$ cat src/rtl/mdu_iter.sv
// Purpose : iterative RV64M execute unit for mul/mulw (shift-add) and divw/remw (restoring), radix-2.
// Latency : mul 65 cycles, mulw/divw/remw 33 cycles, divw/remw divide-by-zero/overflow 1 cycle after accept.
// Backpr. : result and out_valid held in DONE until out_ready; in_ready low from accept until one cycle after release.
//
// Ports:
//   clk, rst                         clock, synchronous active-high reset
//   in_valid/in_ready, alu_ctrl      operation offer (5-bit decoder code), src1/src2 operands
//   flush                            abort any operation in flight (rst has priority)
//   out_valid/out_ready, result      64-bit writeback handshake
//   busy                             unit is not idle
module mdu_iter #(
    parameter int XLEN  = 64,
    parameter int CNT_W = 7
) (
    input  logic            clk,
    input  logic            rst,
    input  logic            in_valid,
    output logic            in_ready,
    input  logic [4:0]      alu_ctrl,
    input  logic [XLEN-1:0] src1,
    input  logic [XLEN-1:0] src2,
    input  logic            flush,
    output logic            out_valid,
    input  logic            out_ready,
    output logic [XLEN-1:0] result,
    output logic            busy
);

    localparam logic [4:0] OP_REMW = 5'b10001;
    localparam logic [4:0] OP_DIVW = 5'b10010;
    localparam logic [4:0] OP_MULW = 5'b10011;
    localparam logic [4:0] OP_MUL  = 5'b10100;

    localparam logic [CNT_W-1:0] LAST_MUL  = CNT_W'(XLEN - 1);
    localparam logic [CNT_W-1:0] LAST_WORD = CNT_W'(31);

    typedef enum logic [1:0] {IDLE, CALC, DONE} state_t;

    state_t          state;
    logic [CNT_W-1:0] cnt;
    logic [4:0]      op_r;
    // mul: a_reg = shifted multiplicand, b_reg = shifted multiplier, acc = partial product
    // div: a_reg[31:0] = dividend shifting out / quotient shifting in,
    //      b_reg[31:0] = divisor magnitude, acc[31:0] = partial remainder
    logic [XLEN-1:0] a_reg;
    logic [XLEN-1:0] b_reg;
    logic [XLEN-1:0] acc;
    // First CALC cycle only checks divide corner cases and takes operand magnitudes.
    logic            setup;
    logic            neg_q;
    logic            neg_r;

    function automatic logic [XLEN-1:0] sext32(input logic [31:0] v);
        return {{(XLEN-32){v[31]}}, v};
    endfunction

    function automatic logic [31:0] abs32(input logic [31:0] v);
        return v[31] ? (~v + 32'd1) : v;
    endfunction

    logic op_ok;
    logic is_div;
    assign op_ok  = (alu_ctrl == OP_REMW) || (alu_ctrl == OP_DIVW) ||
                    (alu_ctrl == OP_MULW) || (alu_ctrl == OP_MUL);
    assign is_div = (op_r == OP_DIVW) || (op_r == OP_REMW);

    // One shift-add step.
    logic [XLEN-1:0] mul_acc_nxt;
    assign mul_acc_nxt = acc + (b_reg[0] ? a_reg : '0);

    // One restoring-divide step. The shifted partial remainder is below
    // 2*divisor, so bit 32 of the 33-bit difference is a clean borrow flag.
    logic [32:0] div_shift;
    logic [32:0] div_trial;
    logic        div_ge;
    logic [31:0] rem_nxt;
    logic [31:0] quo_nxt;
    assign div_shift = {acc[31:0], a_reg[31]};
    assign div_trial = div_shift - {1'b0, b_reg[31:0]};
    assign div_ge    = ~div_trial[32];
    assign rem_nxt   = div_ge ? div_trial[31:0] : div_shift[31:0];
    assign quo_nxt   = {a_reg[30:0], div_ge};

    // Sign fix-up: quotient negative when signs differ, remainder follows dividend.
    logic [31:0] q_fix;
    logic [31:0] r_fix;
    assign q_fix = neg_q ? (~quo_nxt + 32'd1) : quo_nxt;
    assign r_fix = neg_r ? (~rem_nxt + 32'd1) : rem_nxt;

    logic [XLEN-1:0]  final_res;
    logic [CNT_W-1:0] last_cnt;
    always_comb begin
        final_res = mul_acc_nxt;
        case (op_r)
            OP_MULW: final_res = sext32(mul_acc_nxt[31:0]);
            OP_DIVW: final_res = sext32(q_fix);
            OP_REMW: final_res = sext32(r_fix);
            default: final_res = mul_acc_nxt;
        endcase
        last_cnt = (op_r == OP_MUL) ? LAST_MUL : LAST_WORD;
    end

    always_ff @(posedge clk) begin
        if (rst) begin
            state     <= IDLE;
            in_ready  <= 1'b1;
            out_valid <= 1'b0;
            busy      <= 1'b0;
            result    <= '0;
            cnt       <= '0;
            op_r      <= '0;
            a_reg     <= '0;
            b_reg     <= '0;
            acc       <= '0;
            setup     <= 1'b0;
            neg_q     <= 1'b0;
            neg_r     <= 1'b0;
        end else if (flush) begin
            state     <= IDLE;
            in_ready  <= 1'b1;
            out_valid <= 1'b0;
            busy      <= 1'b0;
        end else begin
            case (state)
                IDLE: begin
                    if (in_valid && op_ok) begin
                        state    <= CALC;
                        in_ready <= 1'b0;
                        busy     <= 1'b1;
                        op_r     <= alu_ctrl;
                        a_reg    <= src1;
                        b_reg    <= src2;
                        acc      <= '0;
                        cnt      <= '0;
                        setup    <= 1'b1;
                    end
                end

                CALC: begin
                    if (setup) begin
                        setup <= 1'b0;
                        if (is_div) begin
                            if (b_reg[31:0] == 32'd0) begin
                                result    <= (op_r == OP_DIVW) ? '1 : sext32(a_reg[31:0]);
                                state     <= DONE;
                                out_valid <= 1'b1;
                            end else if (a_reg[31:0] == 32'h8000_0000 &&
                                         b_reg[31:0] == 32'hFFFF_FFFF) begin
                                result    <= (op_r == OP_DIVW) ? sext32(32'h8000_0000) : '0;
                                state     <= DONE;
                                out_valid <= 1'b1;
                            end else begin
                                a_reg <= {{(XLEN-32){1'b0}}, abs32(a_reg[31:0])};
                                b_reg <= {{(XLEN-32){1'b0}}, abs32(b_reg[31:0])};
                                neg_q <= a_reg[31] ^ b_reg[31];
                                neg_r <= a_reg[31];
                            end
                        end
                    end else begin
                        cnt <= cnt + 1'b1;
                        if (is_div) begin
                            acc   <= {{(XLEN-32){1'b0}}, rem_nxt};
                            a_reg <= {{(XLEN-32){1'b0}}, quo_nxt};
                        end else begin
                            acc   <= mul_acc_nxt;
                            a_reg <= a_reg << 1;
                            b_reg <= b_reg >> 1;
                        end
                        if (cnt == last_cnt) begin
                            state     <= DONE;
                            out_valid <= 1'b1;
                            result    <= final_res;
                        end
                    end
                end

                DONE: begin
                    if (out_ready) begin
                        state     <= IDLE;
                        out_valid <= 1'b0;
                        in_ready  <= 1'b1;
                        busy      <= 1'b0;
                    end
                end

                default: begin
                    state     <= IDLE;
                    in_ready  <= 1'b1;
                    out_valid <= 1'b0;
                    busy      <= 1'b0;
                end
            endcase
        end
    end

endmodule

$ cat config.mk
export PLATFORM = sky130hd
export DESIGN_NAME = mdu_iter
export DESIGN_NICKNAME = d
export VERILOG_FILES = /design/src/rtl/mdu_iter.sv
export SDC_FILE = /design/constraint.sdc
export NUM_CORES = 1
export LEC_CHECK = 0
export ABC_AREA = 1
export CELL_PAD_IN_SITES_DETAIL_PLACEMENT = 0
export CELL_PAD_IN_SITES_GLOBAL_PLACEMENT = 1
export CORE_MARGIN = 2
export CORE_UTILIZATION = 25
export CTS_CLUSTER_SIZE = 8
export DETAILED_ROUTE_END_ITERATION = 12
export PLACE_DENSITY = 0.62
export REMOVE_ABC_BUFFERS = 1
export SYNTH_ARGS = -nofsm -noshare
export SYNTH_HDL_FRONTEND = slang
export SYNTH_SLANG_ARGS = --single-unit
$ cat constraint.sdc
create_clock -name clk -period 4.6 [get_ports clk]
set_input_delay 0.69 -clock clk [delete_from_list [all_inputs] [get_ports clk]]
set_output_delay 0.69 -clock clk [all_outputs]
set_load 0.005 [all_outputs]
==> run_results.csv <==
group,metric,value,unit
global_route,grt.total_usage,21.0,%
sta,slew_headroom,32.1,%
placement,post-dp-hpwl,81200,um
sta,hold_violations,0,
worst_setup_path,path_cells,"inv_1 -> ha_1 -> nand2_1 -> inv_1 -> a21oi_1 -> nand2_1 -> a21oi_4 -> nand3_4 -> nand2_8 -> nand2_1 -> o21ai_2 -> inv_1 -> nor2_1 -> nand2_1 -> nor2_1 -> nand2_1 -> nand3_1 -> nand3_1 -> nand3_1 -> nand2_1 -> a21oi_1",
synth,synth_area_per_cell,5.98,sq um
floorplan,coreArea,0.0946,sq mm
sta,fmax,0.238,GHz
clock_tree,clkTransAtPathRegs,0.05,ns
worst_setup_path,cp.required,5.13,ns
hold_path,hp-class,"reg2reg",
route,vias_per_cell,4.92,
sta,worst_slew_pin_slew,1.02,ns
synth,ys_seq_area_share,23.3,%
synth,synthDistinctLibCells,58,
worst_setup_path,cp_slowest_stage_delay,0.42,ns
clock_tree,cts_tree,"yes",
power_and_ir_drop,ir_drop,0.235,mV
floorplan,die_width,312,um
layout,final_area,0.0287,sq mm
sta,fin_skew,0.0341,ns
worst_setup_path,critical_path.slowest_cell,"dfxtp_1",
global_route,grt_antenna_before_repair,1,
layout,drive_above_1_share,6.89,%
placement,placed_area,0.0274,sq mm
floorplan,ios,205,
sta,rsz0062_at_grt,"no",
sta,min_period,4.20,ns
clock_tree,cts.sinks,276,
route,finalWirelength,105000,um
route,drt_iter0_markers,1845,
route,dr.pass1.iters,8,
layout,area_growth,20.7,%
worst_setup_path,arrival,4.73,ns
floorplan,start_util,25.1,%
layout,layout_common_cells,"1,082 x nand2_1, 463 x inv_1, 364 x a21oi_1",
sta,hold_slack,0.452,ns
clock_tree,clock-root-buffer,"clkbuf_16",
floorplan,die_area,0.0975,sq mm
flow_run,max-cap-violations,0,
placement,gp_congestion,0.935,
worst_setup_path,cp_max_fo,55,
floorplan,fp-row-count,113,
route,num_vias,26600,
clock_tree,htreeDepth,2,
clock_tree,clockBufferDepth,3,
floorplan,die_height,312,um
sta,setup_viol,0,
layout,final_common_cell,"nand2_1",
power_and_ir_drop,leakage,13.5,nW
sta,drv_slew,0,
synth,synth_warnings,0,
synth,netlist_area,0.0238,sq mm
synth,synth-edff-count,0,
synth,netlist_instances,3973,
global_route,grt_pass1_vias,26600,
worst_setup_path,cpMostUsedCell,"nand2_1",
route,ant_nets,0,
worst_setup_path,critPathKind,"reg2reg",
outcome,outcome,"finished clean",
clock_tree,postCtsSetupRepairBufs,0,
route,remaining_drc_errors,0,
synth,synthFlopType,"dfxtp_1",
worst_setup_path,cp-start-kind,"flip-flop",
global_route,grt_start_max_net_pins,77,
placement,portBuffers,204,
clock_tree,clock_latency,0.61,ns
synth,synth_seq_cells,276,
clock_tree,cts-buffers-inserted,43,
power_and_ir_drop,p_per_area,272,mW/mm^2
synth,synthArstFlopShare,0,%
global_route,grt_remaining_overflow,0,
layout,num_antenna_cells,0,
layout,utilization,30.3,%
layout,n_fill_cell,10800,
global_route,grt_first_pass_wirelength,160000,um
sta,tns,0,ns
route,drt-wirelength-per-cell,19.4,um
worst_setup_path,crit_path_end_kind,"flip-flop",
sta,period_share,91.2,%
layout,fin_nets,4365,
## critical path, delay by kind of cell (launching register included)
family,cells,cell delay [ns]
simple gates,13,2.29
compound gates,4,0.76
flops,1,0.42
fa+ha+maj,1,0.36
buf+inv,3,0.27
## layout make-up
cell class                      count  area [sq um]  share of cell area (%)
Clock buffer                       54          1160                    4.04
Clock inverter                      7           100                   0.349
Inverter                          478          1800                    6.28
Multi-Input combinational cell   3041         15700                    54.9
Sequential cell                   276          5530                    19.3
Tap cell                         1265          1580                    5.52
Timing Repair Buffer              283          2770                    9.67
## stage by stage
stage,setup slack (ns),std cells,power (mW)
after detailed placement,0.367,5343,4.70
after floorplan,-5.99,3795,3.95
after global placement,0.435,5343,4.72
final,0.403,5404,7.79
after global routing,0.00435,5404,8.24
after CTS,0.336,5404,7.87
## Yosys cell counts, types with 8 or more instances
master	n	share of area (%)
nand2_1	1082	17
inv_1	467	7.4
a21oi_1	364	7.7
nor2_1	343	5.4
o21ai_0	315	6.6
nand3_1	282	5.9
dfxtp_1	276	23
clkbuf_1	138	2.2
ha_1	102	5.4
a31oi_1	82	2.2
xor2_1	56	2.1
nor3_1	40	0.84
nand4_1	35	0.92
nand3_2	32	1.3
a21oi_2	30	1.1
o221ai_1	30	1.1
xnor2_1	30	1.1
or2_2	24	0.63
a21o_1	21	0.66
a22oi_1	21	0.66
buf_2	20	0.42
o211ai_1	20	0.63
nand2_2	16	0.42
nor4_1	13	0.34
a211oi_1	11	0.35
o21ai_1	11	0.23
buf_6	9	0.43
inv_2	9	0.14
buf_1	8	0.13
nand3b_1	8	0.25
nor2_2	8	0.21
## kinds of logic after synthesis
kind of cell,count (synthesis),synth area share (%)
fa+ha+maj,104,5.54
xor+xnor,86,3.17
flops,276,23.3
compound gates,952,22.9
buf+inv,656,10.8
simple gates,1899,34.3
## where the power goes
part,switching (mW),leakage [nW],internal (mW)
registers,0.0501,2.23,2.44
logic,1.52,10.7,0.670
clock network,1.31,0.616,1.81
## repair_timing
item                       CTS  global route
gates resized for setup      0             2
hold buffers                 0             0
setup endpoints to repair    0            24
## per-layer routing
| layer | up-vias | track usage (%) | wire, um |
|---|---|---|---|
| li1 | 13500 | - | - |
| met4 | 0 | 5.78 | 2730 |
| met2 | 579 | 37.6 | 51400 |
| met1 | 12400 | 26.6 | 46800 |
| met5 | - | 0 | 0 |
| met3 | 130 | 2.02 | 3800 |
## worst paths after layout
check	startpoint	endpoint	slack (ns)	cells after the start
setup / recovery	b_reg[23]	result[29]	0.40	21
hold / removal	busy	busy	0.45	2
setup reg to reg	b_reg[23]	result[29]	0.40	21
hold reg to reg	busy	busy	0.45	2
No activity file was read; power rests on OpenSTA's default activity.
